## config.mk

```make
export PLATFORM = sky130hd
export DESIGN_NAME = mem_responder
export DESIGN_NICKNAME = d
export VERILOG_FILES = /design/src/rtl/mem_responder.sv
export SDC_FILE = /design/constraint.sdc
export NUM_CORES = 2
export LEC_CHECK = 0
export BUFFER_PORTS_ARGS = -buffer_cell sky130_fd_sc_hd__buf_2
export CAP_MARGIN = 10
export CELL_PAD_IN_SITES_DETAIL_PLACEMENT = 0
export CELL_PAD_IN_SITES_GLOBAL_PLACEMENT = 2
export CORE_MARGIN = 2
export CORE_UTILIZATION = 29
export CTS_CLUSTER_DIAMETER = 30
export DETAILED_ROUTE_END_ITERATION = 8
export PLACE_DENSITY_LB_ADDON = 0.1
export SYNTH_ARGS = -nofsm -noshare
export SYNTH_HDL_FRONTEND = slang
export SYNTH_SLANG_ARGS = --single-unit
```

## constraint.sdc

```tcl
create_clock -name clk -period 4.2 [get_ports clk]
set_clock_uncertainty 0.1 [all_clocks]
set_input_delay 0.21 -clock clk [delete_from_list [all_inputs] [get_ports clk]]
set_output_delay 0.21 -clock clk [all_outputs]
set_load 0.1 [all_outputs]
```

## src/rtl/mem_responder.sv

```systemverilog
// mem_responder: single-port word RAM behind a valid/ready request channel
// and a valid/ready response channel. Each accepted request waits LATENCY
// cycles, performs one RAM access, then holds its response until taken.
module mem_responder #(
    parameter int DEPTH   = 64,
    parameter int LATENCY = 2
) (
    input  logic        clk,
    input  logic        reset,
    input  logic        req_valid,
    output logic        req_ready,
    input  logic        req_we,
    input  logic [31:0] req_adr,
    input  logic [31:0] req_wdata,
    output logic        rsp_valid,
    input  logic        rsp_ready,
    output logic [31:0] rsp_rdata,
    output logic        rsp_err,
    output logic [15:0] txn_count
);

    localparam int AW = $clog2(DEPTH);

    typedef enum logic [1:0] {
        IDLE,
        WAIT,
        RESP
    } state_t;

    state_t      state_q;
    logic [3:0]  wait_cnt_q;
    logic        we_q;
    logic [31:0] adr_q;
    logic [31:0] wdata_q;
    logic        req_ready_q;
    logic        rsp_valid_q;
    logic        rsp_err_q;
    logic [31:0] rsp_rdata_q;
    logic [15:0] txn_count_q;

    logic [31:0] mem [DEPTH];

    // Access-edge view of the request: live inputs when the access happens on
    // the accept edge itself (LATENCY=0), captured copies otherwise.
    logic          acc_fire_d;
    logic          acc_we_d;
    logic          acc_err_d;
    logic [31:0]   acc_adr_d;
    logic [31:0]   acc_wdata_d;
    logic [AW-1:0] acc_idx_d;

    // Select the request being served and decide whether this edge is its RAM access.
    always_comb begin
        // NOTE: every output of this block gets a default first so no path can infer a latch.
        acc_fire_d  = 1'b0;
        acc_we_d    = we_q;
        acc_adr_d   = adr_q;
        acc_wdata_d = wdata_q;
        if (state_q == IDLE) begin
            acc_we_d    = req_we;
            acc_adr_d   = req_adr;
            acc_wdata_d = req_wdata;
            acc_fire_d  = req_valid && (LATENCY == 0);
        end else if (state_q == WAIT) begin
            acc_fire_d  = (wait_cnt_q == 4'd1);
        end
        acc_err_d = (acc_adr_d[1:0] != 2'b00) ||
                    ({2'b00, acc_adr_d[31:2]} >= 32'(DEPTH));
        acc_idx_d = acc_adr_d[AW+1:2];
    end

    // Capture the request at the accept edge; held until the next accept.
    always_ff @(posedge clk) begin
        // NOTE: sequential state uses non-blocking assignments so all registers update from pre-edge values.
        if (state_q == IDLE && req_valid) begin
            we_q    <= req_we;
            adr_q   <= req_adr;
            wdata_q <= req_wdata;
        end
    end

    // RAM write port; a write landing on a reset edge is suppressed.
    always_ff @(posedge clk) begin
        // NOTE: the RAM array is deliberately not reset, so it maps onto plain memory.
        if (reset && acc_fire_d && acc_we_d && !acc_err_d) begin
            mem[acc_idx_d] <= acc_wdata_d;
        end
    end

    // Control FSM with registered handshake outputs, response data and counter.
    always_ff @(posedge clk) begin
        if (!reset) begin
            state_q     <= IDLE;
            wait_cnt_q  <= 4'd0;
            req_ready_q <= 1'b1;
            rsp_valid_q <= 1'b0;
            rsp_err_q   <= 1'b0;
            rsp_rdata_q <= 32'd0;
            txn_count_q <= 16'd0;
        end else begin
            if (acc_fire_d) begin
                rsp_err_q   <= acc_err_d;
                rsp_rdata_q <= (acc_err_d || acc_we_d) ? 32'd0 : mem[acc_idx_d];
            end
            case (state_q)
                IDLE: begin
                    if (req_valid) begin
                        req_ready_q <= 1'b0;
                        if (LATENCY == 0) begin
                            state_q     <= RESP;
                            rsp_valid_q <= 1'b1;
                        end else begin
                            state_q    <= WAIT;
                            wait_cnt_q <= 4'(LATENCY);
                        end
                    end
                end
                WAIT: begin
                    wait_cnt_q <= wait_cnt_q - 4'd1;
                    if (wait_cnt_q == 4'd1) begin
                        state_q     <= RESP;
                        rsp_valid_q <= 1'b1;
                    end
                end
                RESP: begin
                    if (rsp_ready) begin
                        state_q     <= IDLE;
                        rsp_valid_q <= 1'b0;
                        req_ready_q <= 1'b1;
                        txn_count_q <= txn_count_q + 16'd1;
                    end
                end
                default: begin
                    state_q <= IDLE;
                end
            endcase
        end
    end

    assign req_ready = req_ready_q;
    assign rsp_valid = rsp_valid_q;
    assign rsp_rdata = rsp_rdata_q;
    assign rsp_err   = rsp_err_q;
    assign txn_count = txn_count_q;

endmodule

```

==> metrics.cfg <==
[power_and_ir_drop]
total_leakage_power_nw=37.7
irDropWorstVdd_v=0.000402
power_mw=71.0
cellPowerDensity_nw_per_um2=641

[finish]
seq_area_um2=64600
design_area_um2=111000
final_cells=10400
drive_above_1_share_pct=22.1
nNetsFinal=6250
multiInputGateArea_um2=15900
final_common_cell=edfxtp_1
syn2layout_area_growth_pct=36.7
final_cell_mix=2113 x edfxtp_1, 913 x nand2_1, 568 x clkbuf_16
nFillCells=26000

[place]
dpl-instance-area_um2=90600
numPortBuffers=119
dp.cells=9205
dpl.hpwl_um=210000
gp_congestion=0.814

[global_routing]
antenna_found_initial=27
grt_max_degree=65
grt_pass1_vias=54900
grt_pass1_wl_um=496000
grt_use_total_pct=25.7
overflow=0

[run]
cap_viol_max_count=0

[logic_synthesis]
ys_ff_latch=2170
synth-async-reset-ratio_pct=0
synth.distinct_cells=62
yosysWarnings=0
ys_seq_area_share_pct=79.7
synth_ff_type=edfxtp_1
avgSynthCellArea_um2=15.3
syn_nets=5367
synth_edf_count=2113
syn_area_um2=81000
synthCells=5295

[clock_network]
cts_buffers=561
cts.sinks=2170
clock_tree.htree_level_count=6
clk_pin_slew_ns=0.04
cts_buffer_depth=4
cts_root_buf=clkbuf_16
cts_setup_buffers=0
insertion_delay_ns=0.99
cts_tree=done

[route]
drtAntennaViolNets=0
vias=55300
viasPerCell=5.33
wl_per_cell_um=35.8
drt_iter0_markers=5818
wirelength_um=372000
dr.pass1.iters=6
drc=0

[setup_path]
rr_worst_depth=8
slowest_stage=nor4_1
startpoint_type=flop
crit_path_cell_trace=or2_4, nand3_1, o21ai_0, nand4_1, or2_2, buf_4, nor4_1, a22o_1
crit_path_max_incr_delay_ns=0.95
critical_path_depth=8
critPathTopFamily=simple AND/OR/NAND/NOR gates
cp.arrival_ns=4.81
endpoint_kind=flop
critPathRequiredTime_ns=5.00
crit_buf_inv=1
critical_path_class=reg2reg
cp_max_fo=20

[timing]
fin_crit_ns=4.01
rsz0062_at_grt=false
finalSetupTns_ns=0
finalHoldViolations=0
period_share_pct=95.5
slew_violations=0
slew_headroom_pct=20.4
tightest_slew_ns=1.19
max_freq_ghz=0.249
setup_viol=0

[die]
dieHeight_um=533
die_x_um=533
ios=120
row_count=194
die_area_um2=284000
design.core.area_um2=279000
initial_utilization_pct=29.1

[run_status]
outcome=completed

[min_path]
hold_class=in2reg
hold_depth=4

routing by layer:
| layer | vias to the layer above | part of all wire, % | track usage, % |
|---|---|---|---|
| li1 | 22700 | - | - |
| met1 | 29700 | 44 | 35.6 |
| met2 | 2244 | 47 | 41.6 |
| met3 | 528 | 6.3 | 4.54 |
| met4 | 0 | 2.4 | 6.24 |
| met5 | - | 0 | 0 |
repair_timing:
action | in CTS | in global routing
endpoints found under the hold margin | 1227 | 0
hold buffers | 133 | 0
gates resized for setup | 0 | 1
setup endpoints to repair | 0 | 1
Yosys cell counts, types with 56 or more instances:
| master | number | area (µm²) |
|---|---|---|
| clkbuf_1 | 184 | 691 |
| nand3_1 | 271 | 1360 |
| mux2i_1 | 129 | 1290 |
| a32o_1 | 56 | 561 |
| nor3_1 | 102 | 510 |
| dfxtp_1 | 57 | 1140 |
| o22ai_1 | 447 | 2800 |
| nor2_1 | 242 | 908 |
| buf_1 | 74 | 278 |
| a21oi_1 | 96 | 480 |
| nand2_1 | 951 | 3570 |
| a31oi_1 | 157 | 982 |
| edfxtp_1 | 2113 | 63500 |
per-stage QoR:
| stage | hold WS [ns] | worst slack (ns) | utilization (%) |
|---|---|---|---|
| 2_1_floorplan | 0.209 | 0.425 | - |
| 3_3_place_gp | 0.291 | -0.00206 | 32.5 |
| 3_5_place_dp | 0.289 | 0.0623 | 32.5 |
| 4_1_cts | 0.0193 | 0.00980 | 39.7 |
| 5_1_grt | 0.0792 | 0.0559 | 39.8 |
| 6_report | 0.0817 | 0.190 | 39.8 |
sequential cells by signal (all words and copies together) (netlist names):
register and count:
we_q 1, rsp_rdata 32, rsp_err 1, rsp_valid 1, wait_cnt_q 4, adr_q 32, wdata_q 32, req_ready 1
mem 2048, txn_count 16, state_q 2
tightest hold or removal path, stage by stage:
cell and delay, ns:
dlygate4sd3_1 0.52, buf_2 0.11, nand2_1 0.06, nand2_2 0.14
kinds of logic after synthesis:
group | synth area share [%]
muxes | 1.74
and+or+nand+nor | 8.84
xor gates and xnor gates | 0.151
AOI/OAI and AO/OA | 7.93
buffers and inverters | 1.60
adders and majority gates | 0.0463
DFF | 79.7
power breakdown:
group          internal, mW  switching, mW  leakage (nW)  total [mW]
combinational          1.09           3.12          9.06        4.21
sequential             24.3         0.0223          19.5        24.3
clock                  28.8           13.6          9.06        42.4
total                  54.2           16.8          37.7        71.0
worst paths after layout:
check / slack (ns) / to / start
worst min-delay path: 0.08 / mem[50][9]$_DFFE_PP_ / req_wdata[9]
worst min register to register: 0.37 / rsp_rdata[26]$_SDFFE_PN0P_ / rsp_rdata[26]$_SDFFE_PN0P_
worst max register to register: 0.19 / rsp_rdata[9]$_SDFFE_PN0P_ / state_q[1]$_SDFFE_PN0P_
worst max-delay path: 0.19 / rsp_rdata[9]$_SDFFE_PN0P_ / state_q[1]$_SDFFE_PN0P_
final cells by class:
class                      instances  share of cell area (%)
antenna                            5                  0.0113
clock buffer                     665                    13.2
clock inverter                   359                    3.80
inverter                           6                  0.0215
multi-input combinational       2804                    14.4
sequential                      2170                    58.3
tap                             3724                    4.21
timing repair buffer             635                    6.05
Power figures use the tool's default switching activity.
